## src/rtl/timer_ctrl_pkg.sv

```systemverilog
// rtl/timer_ctrl_pkg.sv - state encoding shared by the countdown timer control and display decode
package timer_ctrl_pkg;

  typedef enum logic [1:0] {
    S_IDLE  = 2'd0,
    S_RUN   = 2'd1,
    S_PAUSE = 2'd2,
    S_DONE  = 2'd3
  } state_t;

  // States in which the preset digits may be edited through loadneg.
  function automatic logic is_edit_state(state_t s);
    return (s == S_IDLE) || (s == S_PAUSE);
  endfunction

endpackage

```

## src/rtl/timer_prescaler.sv

```systemverilog
// rtl/timer_prescaler.sv - count-tick prescaler, emits tick on the last clock of each TICK_DIV period
module timer_prescaler #(
  parameter int TICK_DIV = 100
) (
  input  logic clk,
  input  logic rst,
  input  logic run,
  input  logic restart,
  output logic tick
);

  localparam int PW = (TICK_DIV > 1) ? $clog2(TICK_DIV) : 1;
  localparam logic [PW-1:0] LAST = PW'(TICK_DIV - 1);

  logic [PW-1:0] presc_q;
  logic [PW-1:0] presc_d;

  always_comb begin
    presc_d = presc_q;
    if (restart) begin
      presc_d = '0;
    end else if (run) begin
      presc_d = (presc_q == LAST) ? '0 : presc_q + PW'(1);
    end
  end

  always_ff @(posedge clk) begin
    if (rst) begin
      presc_q <= '0;
    end else begin
      presc_q <= presc_d;
    end
  end

  assign tick = run && (presc_q == LAST);

endmodule

```

## src/rtl/timer_ctrl.sv

```systemverilog
// rtl/timer_ctrl.sv - min:sec countdown control FSM driving the cascaded digit chain
module timer_ctrl
  import timer_ctrl_pkg::*;
#(
  parameter int TICK_DIV     = 100,
  parameter int ALARM_CYCLES = 20
) (
  input  logic       clk,
  input  logic       rst,
  input  logic       start,
  input  logic       pause,
  input  logic       clear,
  input  logic       load,
  input  logic       zero,
  output logic       en,
  output logic       loadneg,
  output logic       clearneg,
  output logic       done,
  output logic       running,
  output logic [1:0] state
);

  localparam int AW = (ALARM_CYCLES > 0) ? $clog2(ALARM_CYCLES + 1) : 1;
  localparam logic [AW-1:0] ALARM_LAST = AW'(ALARM_CYCLES - 1);

  state_t        state_q, state_d;
  logic [AW-1:0] alarm_q, alarm_d;
  logic          en_q, en_d;
  logic          loadneg_q, loadneg_d;
  logic          clearneg_q, clearneg_d;
  logic          done_q, done_d;
  logic          running_q, running_d;
  logic          presc_run;
  logic          presc_restart;
  logic          tick;

  timer_prescaler #(
    .TICK_DIV(TICK_DIV)
  ) u_prescaler (
    .clk    (clk),
    .rst    (rst),
    .run    (presc_run),
    .restart(presc_restart),
    .tick   (tick)
  );

  always_comb begin
    state_d       = state_q;
    alarm_d       = '0;
    en_d          = 1'b0;
    loadneg_d     = 1'b1;
    clearneg_d    = 1'b1;
    presc_run     = 1'b0;
    presc_restart = 1'b0;

    if (clear) begin
      state_d       = S_IDLE;
      clearneg_d    = 1'b0;
      presc_restart = 1'b1;
    end else begin
      if (is_edit_state(state_q)) begin
        loadneg_d = ~load;
      end
      unique case (state_q)
        S_IDLE: begin
          presc_restart = 1'b1;
          if (start && !zero) begin
            state_d = S_RUN;
          end
        end
        // Zero is checked before ticking so the chain never wraps past 00:00.
        S_RUN: begin
          if (zero) begin
            state_d = S_DONE;
          end else if (pause) begin
            state_d = S_PAUSE;
          end else begin
            presc_run = 1'b1;
            en_d      = tick;
          end
        end
        S_PAUSE: begin
          if (start) begin
            state_d = zero ? S_DONE : S_RUN;
          end
        end
        S_DONE: begin
          if (start || (alarm_q == ALARM_LAST)) begin
            state_d = S_IDLE;
          end else begin
            alarm_d = alarm_q + AW'(1);
          end
        end
        default: state_d = S_IDLE;
      endcase
    end

    done_d    = (state_d == S_DONE);
    running_d = (state_d == S_RUN);
  end

  always_ff @(posedge clk) begin
    if (rst) begin
      state_q    <= S_IDLE;
      alarm_q    <= '0;
      en_q       <= 1'b0;
      loadneg_q  <= 1'b1;
      clearneg_q <= 1'b0;
      done_q     <= 1'b0;
      running_q  <= 1'b0;
    end else begin
      state_q    <= state_d;
      alarm_q    <= alarm_d;
      en_q       <= en_d;
      loadneg_q  <= loadneg_d;
      clearneg_q <= clearneg_d;
      done_q     <= done_d;
      running_q  <= running_d;
    end
  end

  assign en       = en_q;
  assign loadneg  = loadneg_q;
  assign clearneg = clearneg_q;
  assign done     = done_q;
  assign running  = running_q;
  assign state    = state_q;

endmodule

```

## config.mk

```make
export PLATFORM = sky130hd
export DESIGN_NAME = timer_ctrl
export DESIGN_NICKNAME = d
export VERILOG_FILES = /design/src/rtl/timer_ctrl_pkg.sv /design/src/rtl/timer_prescaler.sv /design/src/rtl/timer_ctrl.sv
export SDC_FILE = /design/constraint.sdc
export NUM_CORES = 1
export LEC_CHECK = 0
export CORE_ASPECT_RATIO = 1.1
export CORE_MARGIN = 5
export CORE_UTILIZATION = 54
export DETAILED_ROUTE_END_ITERATION = 10
export GPL_TIMING_DRIVEN = 1
export PLACE_DENSITY = 0.8
export SYNTH_ARGS = -nofsm -noshare
export SYNTH_HDL_FRONTEND = slang
export SYNTH_HIERARCHICAL = 1
export SYNTH_SLANG_ARGS = --single-unit
```

## constraint.sdc

```tcl
create_clock -name clk -period 2.7 [get_ports clk]
set_input_delay 0.54 -clock clk [delete_from_list [all_inputs] [get_ports clk]]
set_output_delay 0.54 -clock clk [all_outputs]
set_load 0.02 [all_outputs]
```

==> out/metrics.csv, run 1 <==
metric,value,unit
viasPerCell,5.77,
ys_top_cells_by_count,"dfxtp_1, nor2_1, nand2_1",
tightest_slew,0.409,ns
cts.repair.resized,0,
insertion_delay,0.28,ns
outcome,"finished, final reports clean",
power.total,458,µW
yosysSeqAreaShare,43.2,%
antenna_found_initial,0,
clkTransAtPathRegs,0.10,ns
combPwrFrac,7.8,%
max_cap_viol_count,0,
synth_area_leaders,"dfxtp_1, nor2_1, xor2_1",
die-area,0.00254,mm²
cp.required,2.87,ns
hold_start,alarm_q[0],
ios,14,
crit_path_start_kind,input port,
crit_start,zero,
n_fill_cell,140,
r2r-start,state[0],
num_vias,716,
diodes,0,
arrival,2.26,ns
yosysMostFrequentCell,dfxtp_1,
die_h,52.3,µm
r2r_slack,0.74,ns
synth_seq_cells,19,
wl_per_cell,13.5,µm
hp-class,register to register,
drcViolationCount,0,
cts_tree,yes,
cp-end-kind,register,
seq_power_share,62.3,%
synthCells,90,
initial_core_util,56.5,%
r2r_end,u_prescaler/presc_q[0],
max-slew-margin-rel,72.6,%
rows,15,
grt.met3_usage,3.70,%
grt-busiest-layer,met2,
synthArstFlopShare,0,%
dp.cells,120,
p_per_area,432,mW/mm²
firstDrtPassIters,4,
p_switching,101,µW
core_region_area,0.00156,mm²
cts.htree.levels,1,
slew_viol_final,0,
area_growth,20.3,%
rr_worst_depth,6,
setup_tns,0,ns
peakVddDrop,0.315,mV
gp_congestion,0.841,
routed_wl,1680,µm
timing.final.crit_share,77.3,%
place_area,0.00103,mm²
portBuffers,13,
crit_type,input port to register,
synthFlopType,dfxtp_1,
fin_crit,2.09,ns
syn-cell-area,880,µm²
die_w,48.5,µm
nets,117,
grt_util_met1,17.5,%
rsz0062_at_grt,no,
detail-route-antenna-nets,0,
drive_above_1_share,14.0,%
synth_cell_type_count,36,
finalSetupViolCount,0,
grt_pass1_vias,749,
synth_top_area_share,43.2,%
cts_buffer_depth,2,
synth-edff-count,0,
cts-root-buf,clkbuf_4,
endpoint,u_prescaler/presc_q[0],
post_cts.repair.setup_buffers,0,
p_int,357,µW
initialDrtViolationCount,12,
cp_max_fo,7,
clockPowerShare,29.9,%
design_area,0.00106,mm²
syn_nets,99,
synth_top_area_cell,dfxtp_1,
cts_made_buffers,3,
cts-hold-fix-buffers,0,
met2_usage,28.3,%
clock_skew,0.00173,ns
dpl.hpwl,1270,µm
synth_warnings,6,
hold_ws,0.463,ns
grt-ovfl-total,0,
p_sw_share,22.0,%
clock_sinks,19,
max_freq,0.479,GHz
track_usage,15.8,%
leakage,0.000365,µW
syn_area_per_cell,9.77,µm²
grt_max_degree,12,
hold_viol,0,
final_cells,124,
grt_pass1_wl,3240,µm
==> flip-flops by register name (all words and copies together), names as in the netlist <==
signal               cells
u_prescaler/presc_q      7
alarm_q                  5
running                  1
done                     1
state                    2
clearneg                 1
loadneg                  1
en                       1
==> layer usage <==
layer  routed length, µm  share of wire, %  up-vias
met1                 753                45      341
li1                    -                 -      357
met5                   0                 0        -
met4                  14              0.84        0
met3                  75               4.5        2
met2                 831                50       16
==> power groups by stage <==
stage / combinational (µW) / clock (µW) / sequential [µW]
2_1_floorplan: 11.6 / 0 / 295
3_3_place_gp: 35.1 / 0 / 292
3_5_place_dp: 35.6 / 0 / 292
4_1_cts: 35.8 / 143 / 285
5_1_grt: 38.3 / 161 / 286
6_report: 35.7 / 137 / 285
==> layout by cell type, fill, tap and decap left out, types with 3 or more instances in the layout <==
cell type | synthesis | final
dfxtp_1 | 19 | 19
nand2_1 | 6 | 6
clkbuf_4 | 0 | 3
nor4_1 | 4 | 4
inv_1 | 3 | 3
clkdlybuf4s50_1 | 0 | 13
nand3b_1 | 3 | 3
nand2b_1 | 3 | 3
nor2_1 | 12 | 12
xor2_1 | 4 | 4
==> how the worst min path moves through the flow <==
stage	endpoint	slack (ns)	cells after the start
4_1_cts	alarm_q[0]	0.47	1
5_1_grt	alarm_q[0]	0.48	1
6_report	alarm_q[0]	0.46	1
3_3_place_gp	alarm_q[0]	0.43	1
3_5_place_dp	alarm_q[0]	0.44	1
2_1_floorplan	alarm_q[0]	0.42	1
==> cell type report <==
class	count	area, µm²	area share (%)
multi-input cells	67	480	45.4
clock buffers	3	22.5	2.13
repair buffers	14	138	13.0
flip-flops and latches	19	380	35.9
inverters	3	11.3	1.06
clock inverters	1	5.00	0.473
well taps	17	21.3	2.01
==> worst max-delay path, stage by stage <==
cell and delay, ns:
clkdlybuf4s50_1 0.52, nor4_1 0.33, buf_4 0.20, nand3_2 0.13
o41ai_4 0.45, nor2_1 0.09
==> metrics by stage <==
| stage | setup slack, ns | utilization, % |
|---|---|---|
| after floorplan | 0.834 | - |
| after global placement | 0.371 | 66.2 |
| after detailed placement | 0.312 | 66.2 |
| after CTS | 0.616 | 68.0 |
| after global routing | 0.449 | 68.0 |
| final | 0.613 | 68.0 |
==> logic make-up after synthesis <==
| logic type | synth area share (%) |
|---|---|
| AO/OA/AOI/OAI | 13.8 |
| XOR/XNOR | 5.97 |
| adder cells (fa/ha/maj) | 2.84 |
| buffers and inverters | 2.13 |
| flip-flops | 43.2 |
| multiplexers | 2.28 |
| AND/OR/NAND/NOR | 29.7 |
No activity file was read; power rests on OpenSTA's default activity.
==> run 2, diff against run 1 <==
CORE_UTILIZATION = 46   (was 54)
PLACE_DENSITY = 0.73   (was 0.8)
clock period = 1.79 ns   (was 2.7 ns; I/O delays follow)
==> out/metrics.csv, run 2 (synthesized netlist as in run 1, its figures left out) <==
metric,value,unit
pre_cts_ws,-0.308,ns
peakVddDrop,0.357,mV
nets,125,
cts-root-buf,clkbuf_4,
path_buf_inv,2,
finalSetupViolCount,0,
clkTransAtPathRegs,0.11,ns
die_w,51.7,µm
final_common_cell,dfxtp_1,
hp-class,register to register,
worstPathCellList,buf_4 -> clkdlybuf4s50_1,
regMostFlops,u_prescaler/presc_q,
rsz0062_at_grt,no,
p_int,547,µW
setup_ws,0.0634,ns
leakage,0.000424,µW
hold_ws,0.479,ns
insertion_delay,0.29,ns
largest_register_ffs,7,
routed_wl,1740,µm
portBuffers,13,
whs_path_depth,1,
power.total,710,µW
initialDrtViolationCount,7,
drive_above_1_share,22.6,%
diodes,0,
firstDrtPassIters,4,
hold_start,alarm_q[0],
detail-route-antenna-nets,0,
num_vias,719,
grt_pass1_vias,643,
drcViolationCount,0,
max_freq,0.579,GHz
clockPowerShare,30.6,%
rows,16,
outcome,"finished, final reports clean",
wl_per_cell,13.1,µm
timing.final.crit_share,96.5,%
worst_path_largest_cell_delay,0.60,ns
grt_max_degree,12,
slowest_stage,clkdlybuf4s50_1,
regArea,382,µm²
clock_skew,0.000660,ns
initial_core_util,48.8,%
grt_pass1_wl,2730,µm
seq_power_share,60.3,%
grt-ovfl-total,0,
hold_viol,0,
multi_input_area,500,µm²
core_region_area,0.00180,mm²
p_switching,164,µW
fin_crit,1.73,ns
p_sw_share,23.1,%
combPwrFrac,9.1,%
tightest_slew,0.387,ns
ios,14,
hold_end,alarm_q[0],
cts-hold-fix-buffers,0,
cp-end-kind,output port,
cts_buffer_depth,2,
p_per_area,621,mW/mm²
slew_viol_final,0,
cts_tree,yes,
cp_max_fo,8,
r2r-start,state[0],
n_fill_cell,148,
antenna_found_initial,0,
cp.required,1.43,ns
area_growth,30.0,%
crit_type,register to output port,
max-slew-margin-rel,74.1,%
clock_sinks,19,
max_cap_viol_count,0,
crit_path_start_kind,register,
cpLargestDelayFamily,buffers and inverters,
r2r_slack,0.12,ns
die_h,55.9,µm
r2r_end,u_prescaler/presc_q[6],
die-area,0.00289,mm²
cts_made_buffers,3,
dpl.hpwl,1330,µm
rr_worst_depth,6,
cts.htree.levels,1,
track_usage,12.3,%
gp_congestion,0.830,
viasPerCell,5.41,
arrival,1.37,ns
final_cell_mix,"dfxtp_1, nor2_1, clkdlybuf4s50_1",
[run 2: cell types whose count changed in the layout (fill, tap and decap cells not counted)]
cell	delta
nor4_1	-2
nand3_2	-1
nor4_2	+2
dfxtp_1	-1
nand3_4	+1
dfxtp_2	+1
dlymetal6s2s_1	+1
clkdlybuf4s50_1	-1
buf_4	+8
[run 2: metrics by stage]
stage          setup TNS (ns)  std cells  utilization [%]  cell area, µm²
2_1_floorplan               0         90                -             881
3_3_place_gp            -1.81        129             60.7            1090
3_5_place_dp            -1.97        129             60.7            1090
4_1_cts                     0        133             62.2            1120
5_1_grt                     0        133             63.5            1140
6_report                    0        133             63.5            1140
[run 2: what timing repair did]
action,4_1_cts,5_1_grt
hold endpoints to repair,0,0
buffers inserted,0,0
setup endpoints to repair,1,7
pin swaps,1,0
cloned,0,0
gates resized for setup,0,4
[run 2: how the worst max path moves through the flow]
stage / startpoint / end / slack [ns] / cells after the start
finish: state[0] / state[0] / 0.06 / 2
global route: state[0] / state[0] / 0.03 / 2
CTS: state[0] / en / 0.005 / 7
detailed placement: zero / en / -0.31 / 7
global placement: zero / u_prescaler/presc_q[6] / -0.27 / 6
floorplan: state[0] / u_prescaler/presc_q[6] / 0.03 / 6
[run 2: area by class of cell]
class                   count  share of cell area [%]
multi-input cells          67                    43.8
well taps                  18                    1.97
repair buffers             22                    17.5
clock buffers               3                    1.97
inverters                   3                   0.985
clock inverters             1                   0.438
flip-flops and latches     19                    33.4
[run 2: worst reg2reg max path: cells and delay by family (launching register included)]
| family | cells | cell delay (ns) |
|---|---|---|
| and+or+nand+nor | 3 | 0.54 |
| DFF | 1 | 0.34 |
| buffers and inverters | 1 | 0.19 |
| AOI/OAI and AO/OA | 2 | 0.51 |
[run 2: power groups by stage]
stage               Clock, µW  Combinational (µW)  Sequential (µW)
finish                    217                64.5              428
global route              239                68.0              429
CTS                       228                63.7              429
detailed placement          0                63.4              438
global placement            0                63.6              438
floorplan                   0                17.4              445
[run 2: per-layer routing]
metal  part of all wire (%)  routed length, µm  vias to the layer above  GRT usage (%)
li1                       -                  -                      376              -
met1                     47                824                      328           14.7
met2                     47                812                       13           19.6
met3                    5.1                 88                        2           2.95
met4                   0.75                 13                        0           6.74
met5                      0                  0                        -              0
